<file path="src/rtl/ex_pkg.sv">
// Shared encodings for the MIPS execute stage and its multiply/divide unit.
// EX_MDU_DIV_EN adds DIV/DIVU to the set of ops that launch the MDU.
package ex_pkg;
  localparam logic [3:0] ALU_AND   = 4'd0;
  localparam logic [3:0] ALU_OR    = 4'd1;
  localparam logic [3:0] ALU_ADD   = 4'd2;
  localparam logic [3:0] ALU_XOR   = 4'd3;
  localparam logic [3:0] ALU_NOR   = 4'd4;
  localparam logic [3:0] ALU_SLTU  = 4'd5;
  localparam logic [3:0] ALU_SUB   = 4'd6;
  localparam logic [3:0] ALU_SLT   = 4'd7;
  localparam logic [3:0] ALU_MULT  = 4'd8;
  localparam logic [3:0] ALU_MULTU = 4'd9;
  localparam logic [3:0] ALU_DIV   = 4'd10;
  localparam logic [3:0] ALU_DIVU  = 4'd11;
  localparam logic [3:0] ALU_MFHI  = 4'd12;
  localparam logic [3:0] ALU_MFLO  = 4'd13;

  localparam logic [1:0] FWD_RD   = 2'd0;
  localparam logic [1:0] FWD_RESW = 2'd1;
  localparam logic [1:0] FWD_ALUM = 2'd2;

  typedef enum logic [1:0] {MD_IDLE, MD_RUN, MD_FIX} mdState_t;

  typedef struct packed {
    logic       regWrite;
    logic       memtoReg;
    logic       memWrite;
    logic       aluSrc;
    logic       regDst;
    logic [3:0] aluControl;
  } exCtrl_t;

  // Ops that occupy the MDU; without the divider DIV/DIVU are plain NOPs.
  function automatic logic isMdOp(input logic [3:0] c);
`ifdef EX_MDU_DIV_EN
    return c inside {ALU_MULT, ALU_MULTU, ALU_DIV, ALU_DIVU};
`else
    return c inside {ALU_MULT, ALU_MULTU};
`endif
  endfunction
endpackage

</file>
<file path="src/rtl/execute_stage_mdu_if.sv">
// Decode-side inputs, forwarding sources and E-stage outputs of the execute stage.
interface execute_stage_mdu_if #(parameter int WIDTH = 32, parameter int REG_ADDR_W = 5);
  logic                  StallE, FlushE;
  logic                  RegWriteD, MemtoRegD, MemWriteD, ALUSrcD, RegDstD;
  logic [3:0]            ALUControlD;
  logic [WIDTH-1:0]      RD1D, RD2D, SignImmD;
  logic [REG_ADDR_W-1:0] RsD, RtD, RdD;
  logic [WIDTH-1:0]      ResultW, ALUOutM;
  logic [1:0]            ForwardAE, ForwardBE;
  logic                  RegWriteE, MemtoRegE, MemWriteE;
  logic [REG_ADDR_W-1:0] RsE, RtE, WriteRegE;
  logic [WIDTH-1:0]      WriteDataE, ALUOutE;
  logic                  MdBusyE, MdStallE;

  modport master (
    output StallE, FlushE, RegWriteD, MemtoRegD, MemWriteD, ALUSrcD, RegDstD, ALUControlD,
           RD1D, RD2D, SignImmD, RsD, RtD, RdD, ResultW, ALUOutM, ForwardAE, ForwardBE,
    input  RegWriteE, MemtoRegE, MemWriteE, RsE, RtE, WriteRegE, WriteDataE, ALUOutE,
           MdBusyE, MdStallE
  );
  modport slave (
    input  StallE, FlushE, RegWriteD, MemtoRegD, MemWriteD, ALUSrcD, RegDstD, ALUControlD,
           RD1D, RD2D, SignImmD, RsD, RtD, RdD, ResultW, ALUOutM, ForwardAE, ForwardBE,
    output RegWriteE, MemtoRegE, MemWriteE, RsE, RtE, WriteRegE, WriteDataE, ALUOutE,
           MdBusyE, MdStallE
  );
endinterface

</file>
<file path="src/rtl/ex_mdu.sv">
// Iterative radix-2 multiply / restoring divide on magnitudes with HI/LO registers.
// The divider datapath exists only when EX_MDU_DIV_EN is defined.
module ex_mdu import ex_pkg::*; #(parameter int WIDTH = 32) (
  input  logic             clk,
  input  logic             rst_n,
  input  logic             start,
  input  logic [1:0]       op,      // {div, unsigned}
  input  logic [WIDTH-1:0] a,
  input  logic [WIDTH-1:0] b,
  output logic             busy,
  output logic [WIDTH-1:0] hi,
  output logic [WIDTH-1:0] lo
);
  localparam int CW = $clog2(WIDTH);

  mdState_t           state, nextState;
  logic [CW-1:0]      cnt;
  logic [2*WIDTH-1:0] acc, accNext, fixed;
  logic [WIDTH-1:0]   opB, aMag, bMag;
  logic [WIDTH:0]     sum;
  logic               aNeg, bNeg, negQ;
`ifdef EX_MDU_DIV_EN
  logic               isDiv, negR;
  logic [WIDTH-1:0]   dvd;
  logic [WIDTH:0]     remSh, diff;
`else
  logic               unusedOp;
  assign unusedOp = op[1];
`endif

  assign aNeg = !op[0] && a[WIDTH-1];
  assign bNeg = !op[0] && b[WIDTH-1];
  assign aMag = aNeg ? -a : a;
  assign bMag = bNeg ? -b : b;
  assign busy = (state != MD_IDLE);

  always_ff @(posedge clk) begin
    if (!rst_n) state <= MD_IDLE;
    else        state <= nextState;
  end

  always_comb begin
    nextState = state;
    case (state)
      MD_IDLE: if (start) nextState = MD_RUN;
      MD_RUN:  if (cnt == CW'(WIDTH-1)) nextState = MD_FIX;
      MD_FIX:  nextState = MD_IDLE;
      default: nextState = MD_IDLE;
    endcase
  end

  // One iteration: multiply shifts right adding the multiplicand, divide shifts left subtracting.
  always_comb begin
    sum     = {1'b0, acc[2*WIDTH-1:WIDTH]} + (acc[0] ? {1'b0, opB} : '0);
    accNext = {sum, acc[WIDTH-1:1]};
`ifdef EX_MDU_DIV_EN
    remSh = {acc[2*WIDTH-1:WIDTH], acc[WIDTH-1]};
    diff  = remSh - {1'b0, opB};
    if (isDiv)
      accNext = diff[WIDTH] ? {remSh[WIDTH-1:0], acc[WIDTH-2:0], 1'b0}
                            : {diff[WIDTH-1:0],  acc[WIDTH-2:0], 1'b1};
`endif
  end

  always_comb begin
    fixed = negQ ? -acc : acc;
`ifdef EX_MDU_DIV_EN
    if (isDiv) begin
      fixed[WIDTH-1:0]       = negQ ? -acc[WIDTH-1:0] : acc[WIDTH-1:0];
      fixed[2*WIDTH-1:WIDTH] = negR ? -acc[2*WIDTH-1:WIDTH] : acc[2*WIDTH-1:WIDTH];
      // Divide by zero; MIN/-1 already falls out of the magnitude path.
      if (opB == '0) fixed = {dvd, {WIDTH{1'b1}}};
    end
`endif
  end

  always_ff @(posedge clk) begin
    if (!rst_n) begin
      cnt <= '0; acc <= '0; opB <= '0; negQ <= 1'b0; hi <= '0; lo <= '0;
`ifdef EX_MDU_DIV_EN
      isDiv <= 1'b0; negR <= 1'b0; dvd <= '0;
`endif
    end else begin
      case (state)
        MD_IDLE: if (start) begin
          cnt  <= '0;
          acc  <= {{WIDTH{1'b0}}, aMag};
          opB  <= bMag;
          negQ <= aNeg ^ bNeg;
`ifdef EX_MDU_DIV_EN
          isDiv <= op[1];
          negR  <= aNeg;
          dvd   <= a;
`endif
        end
        MD_RUN: begin
          acc <= accNext;
          cnt <= cnt + 1'b1;
        end
        MD_FIX:  {hi, lo} <= fixed;
        default: ;
      endcase
    end
  end
endmodule

</file>
<file path="src/rtl/execute_stage_mdu.sv">
// MIPS execute stage: ID/EX register, forwarding, ALU and an iterative MDU.
// Define EX_MDU_DIV_EN to include DIV/DIVU support.
module execute_stage_mdu import ex_pkg::*; #(
  parameter int WIDTH      = 32,
  parameter int REG_ADDR_W = 5
) (
  input logic clk,
  input logic rst_n,
  execute_stage_mdu_if.slave bus
);
  exCtrl_t               ctrlE;
  logic [WIDTH-1:0]      rd1E, rd2E, immE, srcA, fwdB, srcB, hi, lo, aluOut;
  logic [REG_ADDR_W-1:0] rsE, rtE, rdE;
  logic                  startedE, launch, mdBusy, mdOpE;

  always_ff @(posedge clk) begin
    if (!rst_n || bus.FlushE) begin
      ctrlE <= '0; rd1E <= '0; rd2E <= '0; immE <= '0;
      rsE <= '0; rtE <= '0; rdE <= '0; startedE <= 1'b0;
    end else if (!bus.StallE) begin
      ctrlE    <= '{bus.RegWriteD, bus.MemtoRegD, bus.MemWriteD, bus.ALUSrcD, bus.RegDstD,
                    bus.ALUControlD};
      rd1E     <= bus.RD1D;
      rd2E     <= bus.RD2D;
      immE     <= bus.SignImmD;
      rsE      <= bus.RsD;
      rtE      <= bus.RtD;
      rdE      <= bus.RdD;
      startedE <= 1'b0;
    end else if (launch) begin
      // A stalled MD op must not relaunch once it has been handed to the MDU.
      startedE <= 1'b1;
    end
  end

  always_comb begin
    case (bus.ForwardAE)
      FWD_RESW: srcA = bus.ResultW;
      FWD_ALUM: srcA = bus.ALUOutM;
      default:  srcA = rd1E;
    endcase
    case (bus.ForwardBE)
      FWD_RESW: fwdB = bus.ResultW;
      FWD_ALUM: fwdB = bus.ALUOutM;
      default:  fwdB = rd2E;
    endcase
    srcB = ctrlE.aluSrc ? immE : fwdB;
  end

  assign mdOpE  = isMdOp(ctrlE.aluControl);
  assign launch = mdOpE && !mdBusy && !startedE;

  ex_mdu #(.WIDTH(WIDTH)) u_mdu (
    .clk(clk), .rst_n(rst_n), .start(launch), .op(ctrlE.aluControl[1:0]),
    .a(srcA), .b(fwdB), .busy(mdBusy), .hi(hi), .lo(lo)
  );

  always_comb begin
    aluOut = '0;
    case (ctrlE.aluControl)
      ALU_AND:  aluOut = srcA & srcB;
      ALU_OR:   aluOut = srcA | srcB;
      ALU_ADD:  aluOut = srcA + srcB;
      ALU_XOR:  aluOut = srcA ^ srcB;
      ALU_NOR:  aluOut = ~(srcA | srcB);
      ALU_SLTU: aluOut = {{(WIDTH-1){1'b0}}, srcA < srcB};
      ALU_SUB:  aluOut = srcA - srcB;
      ALU_SLT:  aluOut = {{(WIDTH-1){1'b0}}, $signed(srcA) < $signed(srcB)};
      ALU_MFHI: aluOut = hi;
      ALU_MFLO: aluOut = lo;
      default:  aluOut = '0;
    endcase
  end

  assign bus.RegWriteE  = ctrlE.regWrite;
  assign bus.MemtoRegE  = ctrlE.memtoReg;
  assign bus.MemWriteE  = ctrlE.memWrite;
  assign bus.RsE        = rsE;
  assign bus.RtE        = rtE;
  assign bus.WriteRegE  = ctrlE.regDst ? rdE : rtE;
  assign bus.WriteDataE = fwdB;
  assign bus.ALUOutE    = aluOut;
  assign bus.MdBusyE    = mdBusy;
  assign bus.MdStallE   = mdBusy && (mdOpE || ctrlE.aluControl inside {ALU_MFHI, ALU_MFLO});
endmodule

</file>
<file path="src/flat_wrapper.sv">
// flat-port wrapper written by rule: the top's interface ports become plain ports
module execute_stage_mdu_flat import ex_pkg::*;
#(
  parameter int WIDTH      = 32,
  parameter int REG_ADDR_W = 5
)
  (clk, rst_n, bus_StallE, bus_FlushE, bus_RegWriteD, bus_MemtoRegD, bus_MemWriteD, bus_ALUSrcD, bus_RegDstD, bus_ALUControlD, bus_RD1D, bus_RD2D, bus_SignImmD, bus_RsD, bus_RtD, bus_RdD, bus_ResultW, bus_ALUOutM, bus_ForwardAE, bus_ForwardBE, bus_RegWriteE, bus_MemtoRegE, bus_MemWriteE, bus_RsE, bus_RtE, bus_WriteRegE, bus_WriteDataE, bus_ALUOutE, bus_MdBusyE, bus_MdStallE);
  execute_stage_mdu_if #(.WIDTH(WIDTH), .REG_ADDR_W(REG_ADDR_W)) bus_i ();
  input logic clk;
  input logic rst_n;
  input wire logic [$bits(bus_i.StallE)-1:0] bus_StallE;
  input wire logic [$bits(bus_i.FlushE)-1:0] bus_FlushE;
  input wire logic [$bits(bus_i.RegWriteD)-1:0] bus_RegWriteD;
  input wire logic [$bits(bus_i.MemtoRegD)-1:0] bus_MemtoRegD;
  input wire logic [$bits(bus_i.MemWriteD)-1:0] bus_MemWriteD;
  input wire logic [$bits(bus_i.ALUSrcD)-1:0] bus_ALUSrcD;
  input wire logic [$bits(bus_i.RegDstD)-1:0] bus_RegDstD;
  input wire logic [$bits(bus_i.ALUControlD)-1:0] bus_ALUControlD;
  input wire logic [$bits(bus_i.RD1D)-1:0] bus_RD1D;
  input wire logic [$bits(bus_i.RD2D)-1:0] bus_RD2D;
  input wire logic [$bits(bus_i.SignImmD)-1:0] bus_SignImmD;
  input wire logic [$bits(bus_i.RsD)-1:0] bus_RsD;
  input wire logic [$bits(bus_i.RtD)-1:0] bus_RtD;
  input wire logic [$bits(bus_i.RdD)-1:0] bus_RdD;
  input wire logic [$bits(bus_i.ResultW)-1:0] bus_ResultW;
  input wire logic [$bits(bus_i.ALUOutM)-1:0] bus_ALUOutM;
  input wire logic [$bits(bus_i.ForwardAE)-1:0] bus_ForwardAE;
  input wire logic [$bits(bus_i.ForwardBE)-1:0] bus_ForwardBE;
  output wire logic [$bits(bus_i.RegWriteE)-1:0] bus_RegWriteE;
  output wire logic [$bits(bus_i.MemtoRegE)-1:0] bus_MemtoRegE;
  output wire logic [$bits(bus_i.MemWriteE)-1:0] bus_MemWriteE;
  output wire logic [$bits(bus_i.RsE)-1:0] bus_RsE;
  output wire logic [$bits(bus_i.RtE)-1:0] bus_RtE;
  output wire logic [$bits(bus_i.WriteRegE)-1:0] bus_WriteRegE;
  output wire logic [$bits(bus_i.WriteDataE)-1:0] bus_WriteDataE;
  output wire logic [$bits(bus_i.ALUOutE)-1:0] bus_ALUOutE;
  output wire logic [$bits(bus_i.MdBusyE)-1:0] bus_MdBusyE;
  output wire logic [$bits(bus_i.MdStallE)-1:0] bus_MdStallE;
  assign bus_i.StallE = bus_StallE;
  assign bus_i.FlushE = bus_FlushE;
  assign bus_i.RegWriteD = bus_RegWriteD;
  assign bus_i.MemtoRegD = bus_MemtoRegD;
  assign bus_i.MemWriteD = bus_MemWriteD;
  assign bus_i.ALUSrcD = bus_ALUSrcD;
  assign bus_i.RegDstD = bus_RegDstD;
  assign bus_i.ALUControlD = bus_ALUControlD;
  assign bus_i.RD1D = bus_RD1D;
  assign bus_i.RD2D = bus_RD2D;
  assign bus_i.SignImmD = bus_SignImmD;
  assign bus_i.RsD = bus_RsD;
  assign bus_i.RtD = bus_RtD;
  assign bus_i.RdD = bus_RdD;
  assign bus_i.ResultW = bus_ResultW;
  assign bus_i.ALUOutM = bus_ALUOutM;
  assign bus_i.ForwardAE = bus_ForwardAE;
  assign bus_i.ForwardBE = bus_ForwardBE;
  assign bus_RegWriteE = bus_i.RegWriteE;
  assign bus_MemtoRegE = bus_i.MemtoRegE;
  assign bus_MemWriteE = bus_i.MemWriteE;
  assign bus_RsE = bus_i.RsE;
  assign bus_RtE = bus_i.RtE;
  assign bus_WriteRegE = bus_i.WriteRegE;
  assign bus_WriteDataE = bus_i.WriteDataE;
  assign bus_ALUOutE = bus_i.ALUOutE;
  assign bus_MdBusyE = bus_i.MdBusyE;
  assign bus_MdStallE = bus_i.MdStallE;
  execute_stage_mdu #(.WIDTH(WIDTH), .REG_ADDR_W(REG_ADDR_W)) u_core (.clk(clk), .rst_n(rst_n), .bus(bus_i));
endmodule
</file>
<file path="config.mk">
export PLATFORM = sky130hd
export DESIGN_NAME = execute_stage_mdu_flat
export DESIGN_NICKNAME = d
export VERILOG_FILES = /design/src/rtl/ex_pkg.sv /design/src/rtl/execute_stage_mdu_if.sv /design/src/rtl/ex_mdu.sv /design/src/rtl/execute_stage_mdu.sv /design/src/flat_wrapper.sv
export SDC_FILE = /design/constraint.sdc
export NUM_CORES = 1
export LEC_CHECK = 0
export BUFFER_PORTS_ARGS = -buffer_cell sky130_fd_sc_hd__buf_2
export CORE_MARGIN = 5
export CORE_UTILIZATION = 46
export DETAILED_ROUTE_END_ITERATION = 6
export GPL_ROUTABILITY_DRIVEN = 1
export PLACE_DENSITY_LB_ADDON = 0.2
export SLEW_MARGIN = 5
export SYNTH_ARGS = -nofsm -noshare
export SYNTH_HDL_FRONTEND = slang
export SYNTH_SLANG_ARGS = --single-unit
</file>
<file path="constraint.sdc">
create_clock -name clk -period 4.76 [get_ports clk]
set_input_delay 0.476 -clock clk [delete_from_list [all_inputs] [get_ports clk]]
set_output_delay 0.476 -clock clk [all_outputs]
set_load 0.01 [all_outputs]
</file>
==> results.py <==
metrics = {
    "setup_path": {
        "end_kind": "output port",
        "crit_slowest_cell": "o41a_1",
        "crit_fanout": 6,
        "reg2reg_depth": 12,
        "critPathMaxStageDelay_ns": 0.45,
        "required_ns": 4.28,
        "critPathKind": "input pin to output port",
        "cpMostUsedCell": "o21ai_2",
        "arrival_ns": 4.41,
        "crit_path_start_kind": "input pin",
        "crit_chain": "buf_6, ha_4, buf_6, a221o_1, o21ai_2, o21ai_2, inv_2, ha_4, o21ba_4, nor4_4, o31a_1, o21ai_2, o2bb2ai_2, o41a_1, or3_4, a221oi_2, mux2i_1, or4_1, buf_2",
    },
    "sta": {
        "timing.hold.ws_ns": 0.1400,
        "drv_slew": 0,
        "relSlewSlack_pct": 19.05,
        "period_needed_ns": 4.888,
        "finalHoldViolations": 0,
        "setup_ws_ns": -0.1282,
        "rsz0062_at_grt": "yes",
        "setup_viol": 5,
        "max_freq_ghz": 0.2046,
        "fin_crit_sh_pct": 102.7,
        "tightest_slew_ns": 1.214,
        "skew_ns": 0.02462,
    },
    "clock_tree": {
        "clock_latency_ns": 0.57,
        "clkSlewWorstSetupHoldPaths_ns": 0.06,
        "cts_hold_buf": 0,
        "cts_root_buffer": "clkbuf_16",
        "cts-buffers-inserted": 35,
        "clockBufferDepth": 3,
        "htreeDepth": 2,
        "clock-sinks": 289,
        "cts_tree": "built",
    },
    "flow_run": {
        "maxCapViolations": 0,
    },
    "synthesis": {
        "syn_avg_cell_area_um2": 7.677,
        "ys.flop_type": "dfxtp_1",
        "synth-edff-count": 0,
        "syn_nets": 3190,
        "ys_seq_area_share_pct": 26.40,
        "syn-cell-area_um2": 21910,
        "synth_warnings": 0,
        "syn_inst": 2854,
        "synth_seq_cells": 289,
        "async_flop_share_pct": 0,
        "synth_cell_types": 87,
    },
    "layout": {
        "drive_above_1_share_pct": 27.96,
        "fin_nets": 3723,
        "final_common_cell": "buf_4",
        "syn_to_final_growth_pct": 31.68,
        "layout_common_cells": "401 x buf_4, 302 x nand2_1, 287 x dfxtp_1, 268 x buf_2, 256 x nor2_1",
    },
    "grt": {
        "grt_usage_pct": 35.50,
        "grt_start_max_net_pins": 86,
        "antenna_found_initial": 2,
        "grt_pass1_wl_mm": 144.8,
        "globalRouteOverflowTotal": 0,
        "grt_pass1_vias": 23280,
    },
    "floorplan": {
        "core_um2": 47450,
        "die_w_um": 228.3,
        "ios": 276,
        "fp.dieH_um": 228.3,
        "initial_utilization_pct": 46.18,
        "dieArea_um2": 52100,
        "rows": 80,
    },
    "route": {
        "drt-vias-per-instance": 6.016,
        "first_iter_violations": 2409,
        "vias": 24230,
        "first_pass_iters": 6,
        "routedWlPerCell_um": 24.26,
        "ant_nets": 0,
        "drc_errors": 0,
        "wirelength_mm": 97.74,
    },
    "power": {
        "power_leakage_nw": 13.77,
        "power.density_nw_per_um2": 293.3,
        "power_mw": 8.462,
        "peakVddDrop_uv": 272.7,
    },
    "placement": {
        "gp_congestion": 0.9923,
        "hpwlAfterDp_mm": 77.63,
        "io_buffers": 275,
    },
    "outcome": {
        "violations": "setup timing",
        "run_status": "finished with violations",
    },
    "min_path": {
        "min_path_cells": 3,
        "hp-class": "input pin to flip-flop",
    },
}
[path summary, 6_finish.rpt]
path / from / slack [ns] / end
hold reg to reg: u_core.u_mdu.cnt[4] / 0.49 / u_core.u_mdu.cnt[4]
setup reg to reg: u_core.u_mdu.acc[0] / 1.19 / u_core.u_mdu.acc[54]
setup / recovery: bus_ForwardBE[1] / -0.13 / bus_ALUOutE[31]
hold / removal: bus_RdD[4] / 0.14 / u_core.rdE[4]
[cell usage after synthesis (19+ instances only)]
| library cell | count | area share, % |
|---|---|---|
| nand4_1 | 19 | 0.54 |
| a221o_1 | 22 | 1.0 |
| nand2_1 | 305 | 5.2 |
| a21boi_0 | 21 | 0.72 |
| o21ai_0 | 235 | 5.4 |
| o211a_1 | 74 | 3.4 |
| buf_1 | 22 | 0.38 |
| o21a_1 | 24 | 0.82 |
| a31oi_1 | 23 | 0.66 |
| o21bai_1 | 19 | 0.65 |
| nor3_1 | 35 | 0.80 |
| clkbuf_1 | 172 | 2.9 |
| inv_1 | 139 | 2.4 |
| or3_1 | 20 | 0.57 |
| nor2_1 | 263 | 4.5 |
| o31ai_1 | 29 | 0.99 |
| and2_1 | 70 | 2.0 |
| nor2b_1 | 24 | 0.69 |
| dfxtp_1 | 289 | 26 |
| xor2_1 | 73 | 2.9 |
| nand3_1 | 80 | 1.8 |
| a21o_1 | 24 | 0.82 |
| mux2i_1 | 124 | 5.7 |
| a21oi_1 | 143 | 3.3 |
| a22oi_1 | 88 | 3.0 |
| xnor2_1 | 74 | 3.0 |
| a221oi_1 | 43 | 1.7 |
| ha_1 | 141 | 8.1 |
[registers in the layout, summed over array words and instances (netlist names)]
name                  cells
u_core.bus.MemWriteE      1
u_core.bus.MemtoRegE      1
u_core.bus.RegWriteE      1
u_core.bus.RsE            5
u_core.bus.RtE            5
u_core.ctrlE              6
u_core.immE              32
u_core.rd1E              32
u_core.rd2E              32
u_core.rdE                5
u_core.startedE           1
u_core.u_mdu.acc         64
u_core.u_mdu.cnt          5
u_core.u_mdu.hi          32
u_core.u_mdu.lo          32
u_core.u_mdu.negQ         1
u_core.u_mdu.opB         32
u_core.u_mdu.state        2
[layout make-up]
class                      count  area, um2
inverter                     139      530.5
clock inverter                12      207.7
multi-input combinational   2221      15750
antenna                        1      2.502
clock buffer                  50       1032
timing repair buffer         701       4767
tap                          615      769.5
fill                        4375      18590
sequential                   289       5791
[cells by family (layout without fill, tap and decap cells)]
group / after synthesis / after routing / synth area share, %
and+or+nand+nor: 921 / 921 / 19.74
DFF: 289 / 289 / 26.40
buffers and inverters: 344 / 902 / 5.967
adders and majority gates: 144 / 144 / 8.326
other: 0 / 1 / 0
muxes: 135 / 135 / 6.230
xor gates and xnor gates: 147 / 147 / 5.876
AOI/OAI and AO/OA: 874 / 874 / 27.46
[worst max-delay path: cells and delay by family]
family	cells	cell delay, ns
and+or+nand+nor	3	1.03
AOI/OAI and AO/OA	9	1.81
muxes	1	0.09
adders and majority gates	2	0.50
buffers and inverters	4	0.48
[per-layer routing]
| metal | wire length [um] | vias up | track usage (%) |
|---|---|---|---|
| met3 | 9196 | 179 | 8.518 |
| met1 | 41970 | 11590 | 48.30 |
| met2 | 42410 | 1162 | 55.18 |
| met5 | 7 | - | 0 |
| li1 | - | 11300 | - |
| met4 | 4151 | 2 | 12.59 |
[repair_timing]
action,in CTS,in global routing
setup endpoints to repair,21,19
buffers inserted,10,10
resized for setup,112,140
hold endpoints to repair,0,0
pin swaps,39,53
[per-stage QoR]
step	worst slack [ns]	area, um2	cells	setup TNS [ns]	util [%]
final	-0.1282	28850	4028	-0.3272	60.81
after global routing	-0.2518	28850	4027	-1.722	60.80
after CTS	-0.1987	28200	4017	-0.5627	59.44
after detailed placement	-0.6447	26470	3947	-7.675	55.79
after global placement	-0.5586	26470	3947	-6.503	55.79
after floorplan	-0.04480	21940	2854	-0.04480	-
[report_power, final]
group / leakage [nW] / switching, mW / internal (mW)
clock network: 0.606 / 1.12 / 1.74
registers: 2.34 / 0.0489 / 2.47
logic: 10.8 / 1.77 / 1.30
total: 13.8 / 2.94 / 5.52
Note: power is estimated with default switching activity, not from simulation.
